`config.mk`:
```
export PLATFORM = sky130hd
export DESIGN_NAME = tiny_mem_arbiter
export DESIGN_NICKNAME = d
export VERILOG_FILES = /design/src/rtl/tiny_mem_pkg.sv /design/src/rtl/tiny_sat_counter.sv /design/src/rtl/tiny_mem_arbiter.sv
export SDC_FILE = /design/constraint.sdc
export NUM_CORES = 1
export LEC_CHECK = 0
export BUFFER_PORTS_ARGS = -buffer_cell sky130_fd_sc_hd__buf_2
export CORE_AREA = 2 2 113 115
export DETAILED_ROUTE_END_ITERATION = 8
export DIE_AREA = 0 0 115 117
export PLACE_DENSITY = 0.53
export SLEW_MARGIN = 40
export SYNTH_ARGS = -nofsm -noshare
export SYNTH_HDL_FRONTEND = slang
export SYNTH_SLANG_ARGS = --single-unit
```
`constraint.sdc`:
```
create_clock -name clk -period 3.7 [get_ports clk]
set_clock_uncertainty 0.1 [all_clocks]
set_input_delay 0.185 -clock clk [delete_from_list [all_inputs] [get_ports clk]]
set_output_delay 0.185 -clock clk [all_outputs]
set_load 0.005 [all_outputs]
```
`src/rtl/tiny_mem_pkg.sv`:
```
// Shared types and bus widths for the tiny Thumb memory subsystem.
// Used by the arbiter and the memory model:
//   arb_state_t, arb_gnt_t, MEM_AW / MEM_DW / MEM_SW.
package tiny_mem_pkg;

    localparam int MEM_AW = 32;
    localparam int MEM_DW = 32;
    localparam int MEM_SW = 4;

    typedef enum logic [1:0] {
        ARB_IDLE,
        ARB_HOLD_I,
        ARB_HOLD_D
    } arb_state_t;

    typedef enum logic {
        GNT_I,
        GNT_D
    } arb_gnt_t;

endpackage

```
`src/rtl/tiny_sat_counter.sv`:
```
// Saturating up-counter with synchronous clear.
// Ports: clk, rst (async, active-high), inc, clr (wins over inc), q.
// Latency: q updates on the posedge after inc/clr.
module tiny_sat_counter #(
    parameter int           W   = 4,
    parameter logic [W-1:0] MAX = '1
) (
    input  logic         clk,
    input  logic         rst,
    input  logic         inc,
    input  logic         clr,
    output logic [W-1:0] q
);

    always_ff @(posedge clk or posedge rst) begin
        if (rst) begin
            q <= '0;
        end else if (clr) begin
            q <= '0;
        end else if (inc && (q != MAX)) begin
            q <= q + 1'b1;
        end
    end

endmodule

```
`src/rtl/tiny_mem_arbiter.sv`:
```
// Arbitrates one single-ported memory between the fetch port (read-only) and the data port.
// Ports: i_* fetch, d_* data, mem_* memory side, i_stall_cnt fetch stall counter.
// Zero-wait routing in IDLE; grant is held across memory wait states; data-first with starvation guard.
module tiny_mem_arbiter
    import tiny_mem_pkg::*;
#(
    parameter int STARVE_LIMIT = 4,
    parameter int CNT_W        = 16
) (
    input  logic              clk,
    input  logic              rst,
    input  logic              i_valid,
    input  logic [MEM_AW-1:0] i_addr,
    output logic              i_ready,
    output logic [MEM_DW-1:0] i_rdata,
    input  logic              d_valid,
    input  logic              d_we,
    input  logic [MEM_AW-1:0] d_addr,
    input  logic [MEM_DW-1:0] d_wdata,
    input  logic [MEM_SW-1:0] d_wstrb,
    output logic              d_ready,
    output logic [MEM_DW-1:0] d_rdata,
    output logic              mem_valid,
    output logic              mem_we,
    output logic [MEM_AW-1:0] mem_addr,
    output logic [MEM_DW-1:0] mem_wdata,
    output logic [MEM_SW-1:0] mem_wstrb,
    input  logic              mem_ready,
    input  logic [MEM_DW-1:0] mem_rdata,
    output logic [CNT_W-1:0]  i_stall_cnt
);

    localparam int SW = $clog2(STARVE_LIMIT + 1);

    arb_state_t  state;
    arb_gnt_t    route;
    logic        route_vld;
    logic        starve;
    logic        sel_i;
    logic        sel_d;
    logic [SW-1:0] starve_cnt;

    assign starve = (starve_cnt >= SW'(STARVE_LIMIT));

    // In HOLD the mux is locked to the held port; a dropped valid simply
    // leaves nothing routed so the memory sees mem_valid=0 that cycle.
    always_comb begin
        route_vld = 1'b0;
        route     = GNT_D;
        unique case (state)
            ARB_IDLE: begin
                if (d_valid && !starve) begin
                    route_vld = 1'b1;
                    route     = GNT_D;
                end else if (i_valid) begin
                    route_vld = 1'b1;
                    route     = GNT_I;
                end else if (d_valid) begin
                    route_vld = 1'b1;
                    route     = GNT_D;
                end
            end
            ARB_HOLD_I: begin
                route_vld = i_valid;
                route     = GNT_I;
            end
            ARB_HOLD_D: begin
                route_vld = d_valid;
                route     = GNT_D;
            end
            default: begin
                route_vld = 1'b0;
            end
        endcase
        // Reset forces every combinational output low, not just the state.
        if (rst) begin
            route_vld = 1'b0;
        end
    end

    assign sel_i = route_vld && (route == GNT_I);
    assign sel_d = route_vld && (route == GNT_D);

    assign mem_valid = route_vld;
    assign mem_we    = sel_d && d_we;
    assign mem_addr  = sel_d ? d_addr  : (sel_i ? i_addr : '0);
    assign mem_wdata = sel_d ? d_wdata : '0;
    assign mem_wstrb = sel_d ? d_wstrb : '0;

    assign i_ready = sel_i && mem_ready;
    assign d_ready = sel_d && mem_ready;
    assign i_rdata = rst ? '0 : mem_rdata;
    assign d_rdata = rst ? '0 : mem_rdata;

    always_ff @(posedge clk or posedge rst) begin
        if (rst) begin
            state <= ARB_IDLE;
        end else begin
            unique case (state)
                ARB_IDLE: begin
                    if (route_vld && !mem_ready) begin
                        state <= (route == GNT_I) ? ARB_HOLD_I : ARB_HOLD_D;
                    end
                end
                ARB_HOLD_I, ARB_HOLD_D: begin
                    if (!route_vld || mem_ready) begin
                        state <= ARB_IDLE;
                    end
                end
                default: state <= ARB_IDLE;
            endcase
        end
    end

    tiny_sat_counter #(
        .W   (SW),
        .MAX (SW'(STARVE_LIMIT))
    ) u_starve_cnt (
        .clk (clk),
        .rst (rst),
        .inc (i_valid && !i_ready),
        .clr (!i_valid || i_ready),
        .q   (starve_cnt)
    );

    tiny_sat_counter #(
        .W   (CNT_W),
        .MAX ({CNT_W{1'b1}})
    ) u_stall_cnt (
        .clk (clk),
        .rst (rst),
        .inc (i_valid && !i_ready),
        .clr (1'b0),
        .q   (i_stall_cnt)
    );

    // A requester must keep valid asserted while its access is held.
    a_hold_i_valid: assert property (@(posedge clk) disable iff (rst)
                                     (state == ARB_HOLD_I) |-> i_valid);
    a_hold_d_valid: assert property (@(posedge clk) disable iff (rst)
                                     (state == ARB_HOLD_D) |-> d_valid);

endmodule

```
# After elaboration in Yosys (flattened, before gate mapping)

Index checks and enable logic that the tools add are counted.

Logic and storage cells: 53
Bits in registers: 21
Output and inout bits: 152
Bits of input ports: 138

$add $sub $neg: 2
Reduce and logical (&&, ||, !) cells: 21
Mux-type cells: 19
$lt $le $gt $ge: 1
Equal/unequal tests: 6
Bitwise logic cells: 1

Operators with widths:

| cell                                                                   | count |
|---|---|
| 32-bit 2-to-1 mux                                                      | 4 |
| 16-bit by 1-bit adder with 16-bit output (second input constant)       | 1 |
| 16-bit != test (second input constant)                                 | 1 |
| 1-bit logical AND                                                      | 10 |
| 1-bit 2-to-1 mux                                                       | 6 |
| 2-bit 2-to-1 mux                                                       | 3 |
| 3-bit 2-to-1 mux                                                       | 2 |
| 1-bit zero test                                                        | 5 |
| 4-bit 2-to-1 mux                                                       | 1 |
| 2-bit != test (second input constant)                                  | 2 |
| 2-bit one-hot mux with 2 select lines                                  | 1 |
| 3-bit by 1-bit adder with 3-bit output (second input constant)         | 1 |
| 3-bit greater-or-equal comparator (second input constant)              | 1 |
| 3-bit != test (second input constant)                                  | 1 |
| 1-bit one-hot mux with 3 select lines                                  | 1 |
| 2-bit by 1-bit equality test with 1-bit output (second input constant) | 1 |
| 2-bit equality test (second input constant)                            | 1 |
| 2-bit zero test                                                        | 1 |
| 1-bit logical OR                                                       | 2 |
| 1-bit one-hot mux with 2 select lines                                  | 1 |
| 2-bit AND reduction                                                    | 1 |
| 2-bit nonzero test                                                     | 1 |
| 2-bit OR reduction                                                     | 1 |
| 1-bit inverter                                                         | 1 |

# Longest topological paths before layout

Gate-level depths: netlist of run 1.

Depth after elaboration: 13
Mapped depth: 11
Depth with buffers taken out: 8

# Modules after synthesis

A second synthesis of run 1 with hierarchy kept.

Cells, all modules: 301
Area total of the unflattened synthesis: 2469.9 µm²

Modules (own cells, without submodules):

| module                          | area an instance (µm²) | cells each | instances |
|---|---|---|---|
| tiny_mem_arbiter                | 1335.0                 | 182        | 1 |
| tiny_sat_counter (u_stall_cnt)  | 932.1                  | 101        | 1 |
| tiny_sat_counter (u_starve_cnt) | 202.7                  | 18         | 1 |

# Least setup slack after synthesis of run 1

Ideal clock, no wire load.

Kind: register to register
From: reg state[0]
To: reg u_stall_cnt.q[12]
Cell stages (with the launch flop): 11
Data required time: 3.475 ns
Arrival: 1.825 ns
Clock period less this slack: 2.050 ns
Setup time: 0.125 ns
Slack: 1.650 ns
Buffers on the path: 2
Cells stage by stage: dfrtp_1 > inv_1 > ha_1 > buf_4 > o21ai_2 > a211o_1 > buf_6 > inv_4 > nand3_2 > nand4_1 > mux2_2

Word-level cells in the longest chain between the ends: 8
Elaborated cells on any way between the ends: 12

Ends and longest elaborated chain:

| item                                                                                                  | line                    | RTL |
|---|---|---|
| from (decl)                                                                                           | tiny_mem_arbiter.sv:35  | `arb_state_t state;` |
| from (signal assigned)                                                                                | tiny_mem_arbiter.sv:102 | `state <= (route == GNT_I) ? ARB_HOLD_I : ARB_HOLD_D;` |
| 2-bit equality test (tied with other cells)                                                           | tiny_mem_arbiter.sv:50  | `unique case (state)` |
| 1-bit one-hot mux with 3 select lines / 1-bit one-hot mux with 2 select lines (equally long branches) | tiny_mem_arbiter.sv:50  |  |
| 1-bit 2-to-1 mux / 1-bit inverter (equally long branches)                                             | --                      |  |
| 1-bit logical AND *                                                                                   | tiny_mem_arbiter.sv:81  | `assign sel_i = route_vld && (route == GNT_I);` |
| 1-bit logical AND *                                                                                   | tiny_mem_arbiter.sv:90  | `assign i_ready = sel_i && mem_ready;` |
| 1-bit zero test *                                                                                     | tiny_mem_arbiter.sv:132 | `.inc (i_valid && !i_ready),` |
| 1-bit logical AND *                                                                                   | tiny_mem_arbiter.sv:132 |  |
| 1-bit logical AND *                                                                                   | tiny_sat_counter.sv:20  | `end else if (inc && (q != MAX)) begin` |
| to (signal assigned)                                                                                  | tiny_sat_counter.sv:21  | `q <= q + 1'b1;` |
| to (decl)                                                                                             | tiny_sat_counter.sv:12  | `output logic [W-1:0] q` |

Every way passes the cells marked *; elsewhere a longest branch is shown, timed or not.
A chain may end at the register's enable or synchronous reset.

# Final worst setup path of run 1

From: reg state[0]
To: out mem_addr[31]

Word-level cells in the longest chain between the ends: 6
Elaborated cells on any way between the ends: 11

Ends and longest elaborated chain:

| item                                                                                                  | line                   | RTL |
|---|---|---|
| 2-bit equality test (tied with other cells)                                                           | tiny_mem_arbiter.sv:50 |  |
| 1-bit one-hot mux with 3 select lines / 1-bit one-hot mux with 2 select lines (equally long branches) | tiny_mem_arbiter.sv:50 |  |
| 1-bit 2-to-1 mux / 1-bit inverter (equally long branches)                                             | --                     |  |
| 1-bit logical AND                                                                                     | tiny_mem_arbiter.sv:81 |  |
| 32-bit 2-to-1 mux                                                                                     | tiny_mem_arbiter.sv:86 | `assign mem_addr = sel_d ? d_addr : (sel_i ? i_addr : '0);` |
| 32-bit 2-to-1 mux *                                                                                   | tiny_mem_arbiter.sv:86 |  |
| to (decl)                                                                                             | tiny_mem_arbiter.sv:25 | `output logic [MEM_AW-1:0] mem_addr,` |

Marked as above.

==> qor.csv, run 1 <==
metric,value,unit
cpMaxStageDelayCell,buf_4,
drtPass1Iterations,4,
worst_ep_required_time,3.41,ns
netlist_area,0.00240,sq mm
drtAntennaViolNets,0,
cts_tree,done,
syn_nets,487,
report.final.setup_viol,0,
fin_setup_tns,0,ns
rr_endpoint,u_stall_cnt.q[12],
leakagePower,0.00235,uW
grt.total_usage,0.136,
syn_avg_cell_area,7.02,sq um
clock_power_share,0.148,
reg2reg_depth,8,
max_freq,361,MHz
hold_ws,0.119,ns
placementRows,41,
cp_cell_sequence,inv_1 > ha_1 > nor2b_1 > a31oi_4 > buf_4 > nand2_1 > a21oi_1 > buf_2,
p_int,847,uW
syn_to_final_growth,57.6,%
slowest_delay,0.50,ns
die-width,115,um
ys_ff_latch,21,
wl_per_cell,14.0,um
synth_cell_types,37,
clock_latency,0.25,ns
reg2reg_from,state[0],
h-tree-depth,1,
die_h,117,um
fin_crit_sh,0.749,
initial_core_util,0.195,
final_cell_mix,"buf_2, nand2_1, and3_1, nor2b_1, a21oi_1",
status,"complete, no violations",
hp-class,in2async,
cap_viol_max_count,0,
synth.top_cells.by_area,"dfrtp_1, nand2_1, and3_1",
rsz0062_at_grt,false,
root_buffer,clkbuf_16,
synth_top_cell_by_area,dfrtp_1,
postPlaceCellArea,0.00371,sq mm
cp-end-kind,output pin,
port_buffers,289,
grt_pass1_wl,14.3,mm
diodes,0,
final.min_clock_period,2.77,ns
drive_gt1_frac,0.531,
final_common_cell,buf_2,
ys_seq_area_frac,0.219,
place.gp.congestion,0.882,
stdcell_area,0.00379,sq mm
core,0.0123,sq mm
grt_max_degree,71,
cts_buffers,3,
p_per_area,404,mW/mm^2
grt_pass1_vias,2676,
tightest_slew,0.606,ns
worst_setup_path_start_kind,flip-flop,
ctsHoldBuffers,0,
peakVddDrop,0.143,mV
place_ws,1.15,ns
gr-usage-met3,0.0191,
vias_per_cell,4.36,
grt-ovfl-total,0,
grt_use_met2,0.255,
hold_violations,0,
switching_share,0.446,
vias,3180,
max-slew-margin-rel,0.596,
cts_setup_buffers,0,
synth_top_cell_area_share,0.219,
utilization,0.308,
grtUsageMet1,0.165,
antenna_found_initial,0,
design.die.area,0.0135,sq mm
fin_nets,726,
power_switching,682,uW
r2r_setup_slack,1.16,ns
slew_violations,0,
cts_sinks,21,
ios,290,
ys_warn_count,0,
cts_resized,0,
pwr-share-seq,0.229,
combPwrFrac,0.622,
drt_iter0_drc,142,
clock_path_buffers,2,
synthesis.instances,342,
clk_pin_slew,0.06,ns
wl,10.2,mm
drcViolationCount,0,
crit_type,reg2out,
path_max_fanout,70,
setup_slack,0.929,ns
cp.arrival,2.49,ns
dp_hpwl,8.64,mm
busiest_layer,met2,
## area by class of cell
class                      instances  area (sq um)
clock inverter                     1          5.00
multi-input combinational        256          1500
fill                            1327          8530
timing repair buffer             292          1470
inverter                           7          28.8
clock buffer                       3          75.1
tap                              150           188
sequential                        21           526
## power groups by stage
stage	logic, uW	registers (uW)	clock network [uW]
after global placement	949	350	0
after CTS	968	351	239
after detailed placement	965	355	0
after floorplan	589	335	0
final	951	350	227
after global routing	1070	362	244
## critical path: cells and delay by family (launching register included)
kind / cells / cell delay [ns]
simple gates: 2 / 0.35
fa+ha+maj: 1 / 0.36
buf+inv: 3 / 0.75
flops: 1 / 0.40
compound gates: 2 / 0.33
## per-layer routing
layer | routed length, um | up-vias
met5 | 0 | -
li1 | - | 1579
met2 | 5490 | 177
met4 | 40 | 0
met1 | 3930 | 1422
met3 | 754 | 2
## kinds of logic after synthesis
family | synth area share
AND/OR/NAND/NOR | 0.403
buffers and inverters | 0.165
AO/OA/AOI/OAI | 0.106
flip-flops | 0.219
XOR/XNOR | 0.0510
adder cells (fa/ha/maj) | 0.0365
multiplexers | 0.0198
## metrics by stage
step                std cells  power [uW]
finish                    730        1530
detailed placement        726        1320
CTS                       730        1560
global route              730        1670
floorplan                 342         924
global placement          726        1300
## synthesized netlist by cell type, drive strengths merged
master and number:
nor2 13, o41ai 1, ha 7, a21oi 33, a31oi 2, and3 42
nor2b 33, o211ai 1, buf 38, o21ai 2, xor2 2, nand4 11
nand4b 1, a22oi 1, a211o 1, nand2 77, xnor2 12, inv 7
nand4bb 1, dfrtp 21, clkbuf 20, mux2i 1, mux2 3, nor3 1
a31o 1, nand3 8, nand2b 2
## flip-flops by register name, indices dropped and copies added, names as in the netlist
name / count
u_stall_cnt.q: 16
u_starve_cnt.q: 3
state: 2
## worst max path at each step
| stage | start | end | cells past startpoint |
|---|---|---|---|
| 2_1_floorplan | state[0] | u_stall_cnt.q[12] | 10 |
| 4_1_cts | state[0] | mem_addr[31] | 8 |
| 6_report | state[0] | mem_addr[31] | 8 |
| 5_1_grt | state[1] | mem_addr[31] | 8 |
| 3_5_place_dp | state[0] | u_stall_cnt.q[12] | 8 |
| 3_3_place_gp | state[1] | u_stall_cnt.q[14] | 8 |
No activity file was read; power rests on OpenSTA's default activity.
==> run 2: changes to the inputs <==
Clock period 3.7 ns to 2.88 ns, I/O delays scaled along.
==> run 2 against run 1 <==
Utilization rose by 0.27 points; largest cell class unchanged; highest routed layer unchanged; first-iteration DRC count fell by 30%; count of clock-buffer cells in the layout did not move.
==> qor.csv, run 2 (same netlist as run 1, synthesis figures left out) <==
metric,value,unit,change
status,"complete, no violations",,
drcViolationCount,0,,unchanged
clock_power_share,0.152,,+0.004
crit_start,state[1],,
grt.total_usage,0.133,,-0.00274
drtAntennaViolNets,0,,unchanged
hp-class,in2async,,
tightest_slew,0.467,ns,-0.138 ns
dpl.cell_count,729,,+0.41%
clk_pin_slew,0.06,ns,about the same
grt_pass1_vias,2780,,+3.9%
reg2reg_from,state[1],,
fin_crit_sh,0.896,,
placementRows,41,,unchanged
core,0.0123,sq mm,unchanged
hold_violations,0,,unchanged
final.min_clock_period,2.58,ns,
hold_ws,0.0867,ns,-0.0320 ns
cp.arrival,2.34,ns,-0.15 ns
combPwrFrac,0.624,,+0.002
fin_cells,733,,+0.41%
grt-ovfl-total,0,,unchanged
die-width,115,um,unchanged
max_freq,388,MHz,
p_per_area,522,mW/mm^2,+29%
final_cell_mix,"buf_2, nand2_1, and3_1, nor2b_1, a21oi_1",,
initial_core_util,0.195,,unchanged
cp_cell_sequence,inv_1 > ha_1 > nor2b_1 > a31o_4 > buf_4 > nand2_1 > a21oi_1 > buf_2,,
drt_iter0_drc,100,,-30%
grt_pass1_wl,14.1,mm,-1.8%
fin_nets,729,,+0.41%
grt_max_degree,40,,-44%
final_common_cell,buf_2,,
ctsHoldBuffers,0,,unchanged
clock_latency,0.26,ns,about the same
cap_viol_max_count,0,,unchanged
ios,290,,unchanged
power_switching,886,uW,+30%
cp-end-kind,output pin,,
cts_tree,done,,
diodes,0,,unchanged
cts_buffers,3,,unchanged
drtPass1Iterations,4,,unchanged
slowest_delay,0.41,ns,-0.09 ns
switching_share,0.444,,-0.00179
wl_per_cell,14.1,um,+0.34%
syn_to_final_growth,59.0,%,
cpMaxStageDelayCell,dfrtp_1,,
p_int,1110,uW,+31%
port_buffers,289,,unchanged
worst_setup_path_start_kind,flip-flop,,
fin_setup_tns,0,ns,unchanged
vias,3227,,+1.5%
path_max_fanout,24,,-66%
report.final.setup_viol,0,,unchanged
place.gp.congestion,0.937,,+6.2%
root_buffer,clkbuf_16,,
crit_type,reg2out,,
peakVddDrop,0.200,mV,+40%
slew_violations,0,,unchanged
clock_path_buffers,2,,unchanged
h-tree-depth,1,,unchanged
dp_hpwl,8.69,mm,+0.54%
largest_reg_flops,16,,unchanged
top_regs,"u_stall_cnt.q x16, u_starve_cnt.q x3, state x2",,
antenna_found_initial,0,,unchanged
vias_per_cell,4.40,,+1.1%
cts_sinks,21,,unchanged
rsz0062_at_grt,false,,
pwr-share-seq,0.224,,-0.005
drive_gt1_frac,0.535,,+0.00413
wl,10.3,mm,+0.75%
design.die.area,0.0135,sq mm,unchanged
die_h,117,um,unchanged
leakagePower,0.00237,uW,+0.63%
regMostFlops,u_stall_cnt.q,,
max-slew-margin-rel,0.688,,+0.0919
worst_ep_required_time,2.64,ns,-0.77 ns
utilization,0.310,,+0.00274
[run 2: final cells by class]
cell class,count,area (sq um)
clock buffer,3,75.1
inverter,7,28.8
clock inverter,1,7.51
fill,1342,8490
sequential,21,526
multi-input combinational,256,1500
tap,150,188
timing repair buffer,295,1490
[run 2: repair_timing]
item,4_1_cts,5_1_grt
setup buffers,0,0
setup endpoints to repair,0,24
gates resized for setup,0,2
[run 2: worst max-delay path, delay by kind of cell (launching register included)]
family                   cells  cell delay (ns)
adder cells (fa/ha/maj)      1             0.31
flip-flops                   1             0.41
buffers and inverters        3             0.52
AND/OR/NAND/NOR              2             0.41
AO/OA/AOI/OAI                2             0.41
[run 2: per-stage QoR]
stage / cell area [sq um] / worst slack [ns] / power [uW]
2_1_floorplan: 2400 / 0.830 / 1190
3_3_place_gp: 3730 / 0.456 / 1680
3_5_place_dp: 3730 / 0.341 / 1710
4_1_cts: 3810 / 0.0303 / 2010
5_1_grt: 3820 / 0.0961 / 2180
6_report: 3820 / 0.301 / 2000
[run 2: path summary, 6_finish.rpt]
| path | end | slack, ns | cells after the start |
|---|---|---|---|
| min in group clk | u_stall_cnt.q[11] | 0.20 | 3 |
| max in group asynchronous | state[1] | 2.27 | 3 |
| worst max-delay path | mem_addr[30] | 0.30 | 8 |
| worst min-delay path | u_stall_cnt.q[11] | 0.09 | 3 |
| worst min register to register | u_stall_cnt.q[10] | 0.41 | 1 |
| worst max register to register | u_stall_cnt.q[14] | 0.53 | 8 |
[run 2: power groups by stage]
stage	sequential [uW]	combinational, uW	clock [uW]
2_1_floorplan	430	757	0
3_3_place_gp	449	1230	0
3_5_place_dp	452	1250	0
4_1_cts	448	1260	306
5_1_grt	459	1400	314
6_report	447	1250	303
[run 2: layer usage]
layer / global-route usage / part of all wire / vias up
li1: - / - / 1585
met1: 0.164 / 0.40 / 1467
met2: 0.249 / 0.52 / 167
met3: 0.0103 / 0.062 / 8
met4: 0.0361 / 0.014 / 0
met5: 0 / 0 / -
==> run 3: changes to the inputs <==
Settings changed: CELL_PAD_IN_SITES_DETAIL_PLACEMENT set to 0, CELL_PAD_IN_SITES_GLOBAL_PLACEMENT set to 2, CORE_AREA 2 2 113 115 to not set, CORE_ASPECT_RATIO set to 0.7, CORE_UTILIZATION set to 14, DIE_AREA 0 0 115 117 to not set, PLACE_DENSITY 0.53 to 0.8.
==> run 3 against run 2 <==
Routed wire length rose by 4.8%; total power rose by 0.28%; register-to-register slack improved by 0.05 ns; largest cell class unchanged.
==> qor.csv, run 3 (same netlist as run 1, synthesis figures left out) <==
metric,value,unit,change
report.final.setup_viol,0,,unchanged
drcViolationCount,0,,unchanged
place_ws,0.473,ns,+0.132 ns
ios,290,,unchanged
hold_violations,0,,unchanged
p_int,1100,uW,-0.53%
slew_violations,0,,unchanged
drt_iter0_drc,208,,+110%
peakVddDrop,0.205,mV,+2.6%
r2r_setup_slack,0.58,ns,+0.05 ns
max_freq,378,MHz,-2.4%
hold_ws,0.110,ns,+0.0232 ns
grt_max_degree,44,,+10%
clk_pin_slew,0.06,ns,about the same
cp-end-kind,output pin,,
antenna_found_initial,0,,unchanged
reg2reg_from,state[0],,
place.gp.congestion,0.777,,-17%
vias_per_cell,3.96,,-10%
worst_ep_required_time,2.64,ns,about the same
status,"complete, no violations",,
switching_share,0.449,,+0.00447
tightest_slew,0.457,ns,-0.0101 ns
port_buffers,289,,unchanged
nFillCells,1862,,+39%
final_cell_mix,"buf_2, nand2_1, and3_1, nor2b_1, a21oi_1",,
wl_per_cell,13.4,um,-5.0%
rr_endpoint,state[0],,
grt.total_usage,0.114,,-0.0188
cap_viol_max_count,0,,unchanged
top_regs,"u_stall_cnt.q x16, u_starve_cnt.q x3, state x2",,
die-width,159,um,+38%
wl,10.8,mm,+4.8%
clock_latency,0.25,ns,about the same
cp.arrival,2.40,ns,+0.06 ns
reg2reg_depth,8,,unchanged
drive_gt1_frac,0.532,,-0.00343
rsz0062_at_grt,false,,
grt_pass1_wl,15.7,mm,+11%
diodes,0,,unchanged
grt_pass1_vias,2857,,+2.8%
cts_resized,0,,unchanged
hp-class,in2async,,
fin_crit_sh,0.918,,+0.0222
crit_type,reg2out,,
setup_slack,0.237,ns,-0.0638 ns
drtAntennaViolNets,0,,unchanged
ctsHoldBuffers,0,,unchanged
cts_sinks,21,,unchanged
h-tree-depth,1,,unchanged
fin_setup_tns,0,ns,unchanged
largest_reg_flops,16,,unchanged
initial_core_util,0.145,,-0.0499
placementRows,39,,-4.9%
combPwrFrac,0.626,,+0.002
vias,3203,,-0.74%
drtPass1Iterations,4,,unchanged
power_switching,898,uW,+1.3%
die_h,112,um,-4.6%
cts_tree,done,,
regMostFlops,u_stall_cnt.q,,
cts_setup_buffers,0,,unchanged
fin_nets,729,,unchanged
syn_to_final_growth,62.4,%,
path_max_fanout,32,,+33%
p_per_area,513,mW/mm^2,-1.8%
pwr-share-seq,0.226,,+0.002
grt-ovfl-total,0,,unchanged
final.min_clock_period,2.64,ns,+0.0638 ns
clock_path_buffers,2,,unchanged
root_buffer,clkbuf_16,,
dp_hpwl,8.89,mm,+2.4%
final_common_cell,buf_2,,
leakagePower,0.00236,uW,-0.13%
core,0.0165,sq mm,+34%
max-slew-margin-rel,0.695,,+0.00677
cts_buffers,3,,unchanged
worst_setup_path_start_kind,flip-flop,,
clock_power_share,0.148,,-0.004
design.die.area,0.0177,sq mm,+32%
==> run 3: cell types whose count changed in the layout (fill, tap and decap cells not counted), sizes merged <==
| cell | previous run | this run |
|---|---|---|
| clkinvlp | 1 | 0 |
| clkbuf | 3 | 4 |
==> run 3: metrics by stage <==
| stage | power [uW] | std cells | util | instance area [sq um] |
|---|---|---|---|---|
| floorplan | 1190 | 342 | - | 2400 |
| global placement | 1720 | 804 | 0.231 | 3820 |
| detailed placement | 1720 | 804 | 0.231 | 3820 |
| CTS | 2020 | 808 | 0.236 | 3900 |
| global route | 2180 | 808 | 0.236 | 3900 |
| finish | 2000 | 808 | 0.236 | 3900 |
==> run 3: critical path, stage by stage, from the launching register on <==
cell and delay, ns:
dfrtp_1 0.40, inv_1 0.08, ha_1 0.30, nor2b_1 0.28, a31o_1 0.27, buf_4 0.37, nand2_1 0.09, a21oi_1 0.19
buf_2 0.14
==> run 3: per-layer routing <==
metal | wire length, um | global-route usage
met5 | 0 | 0
met3 | 861 | 0.0257
met4 | 48 | 0.0154
met2 | 5270 | 0.200
met1 | 4610 | 0.144
==> run 3: how the worst max path moves through the flow <==
stage          startpoint           endpoint  slack (ns)
2_1_floorplan    state[0]  u_stall_cnt.q[12]        0.83
3_3_place_gp     state[1]       mem_addr[16]        0.52
3_5_place_dp     state[1]       mem_addr[16]        0.47
4_1_cts          state[1]       mem_addr[16]        0.20
5_1_grt          state[1]       mem_addr[15]        0.04
6_report         state[1]       mem_addr[16]        0.24
==> run 3: cell type report <==
class                      instances  area [sq um]  share of cell area
clock buffer                       4          78.8              0.0202
sequential                        21           526               0.135
inverter                           7          28.8             0.00738
timing repair buffer             295          1490               0.382
tap                              225           282              0.0722
multi-input combinational        256          1500               0.383
==> run 3: power by group through the flow <==
| stage | Clock, uW | Combinational [uW] | Sequential (uW) |
|---|---|---|---|
| after floorplan | 0 | 757 | 430 |
| after global placement | 0 | 1260 | 456 |
| after detailed placement | 0 | 1260 | 457 |
| after CTS | 304 | 1270 | 452 |
| after global routing | 317 | 1400 | 463 |
| final | 296 | 1250 | 452 |
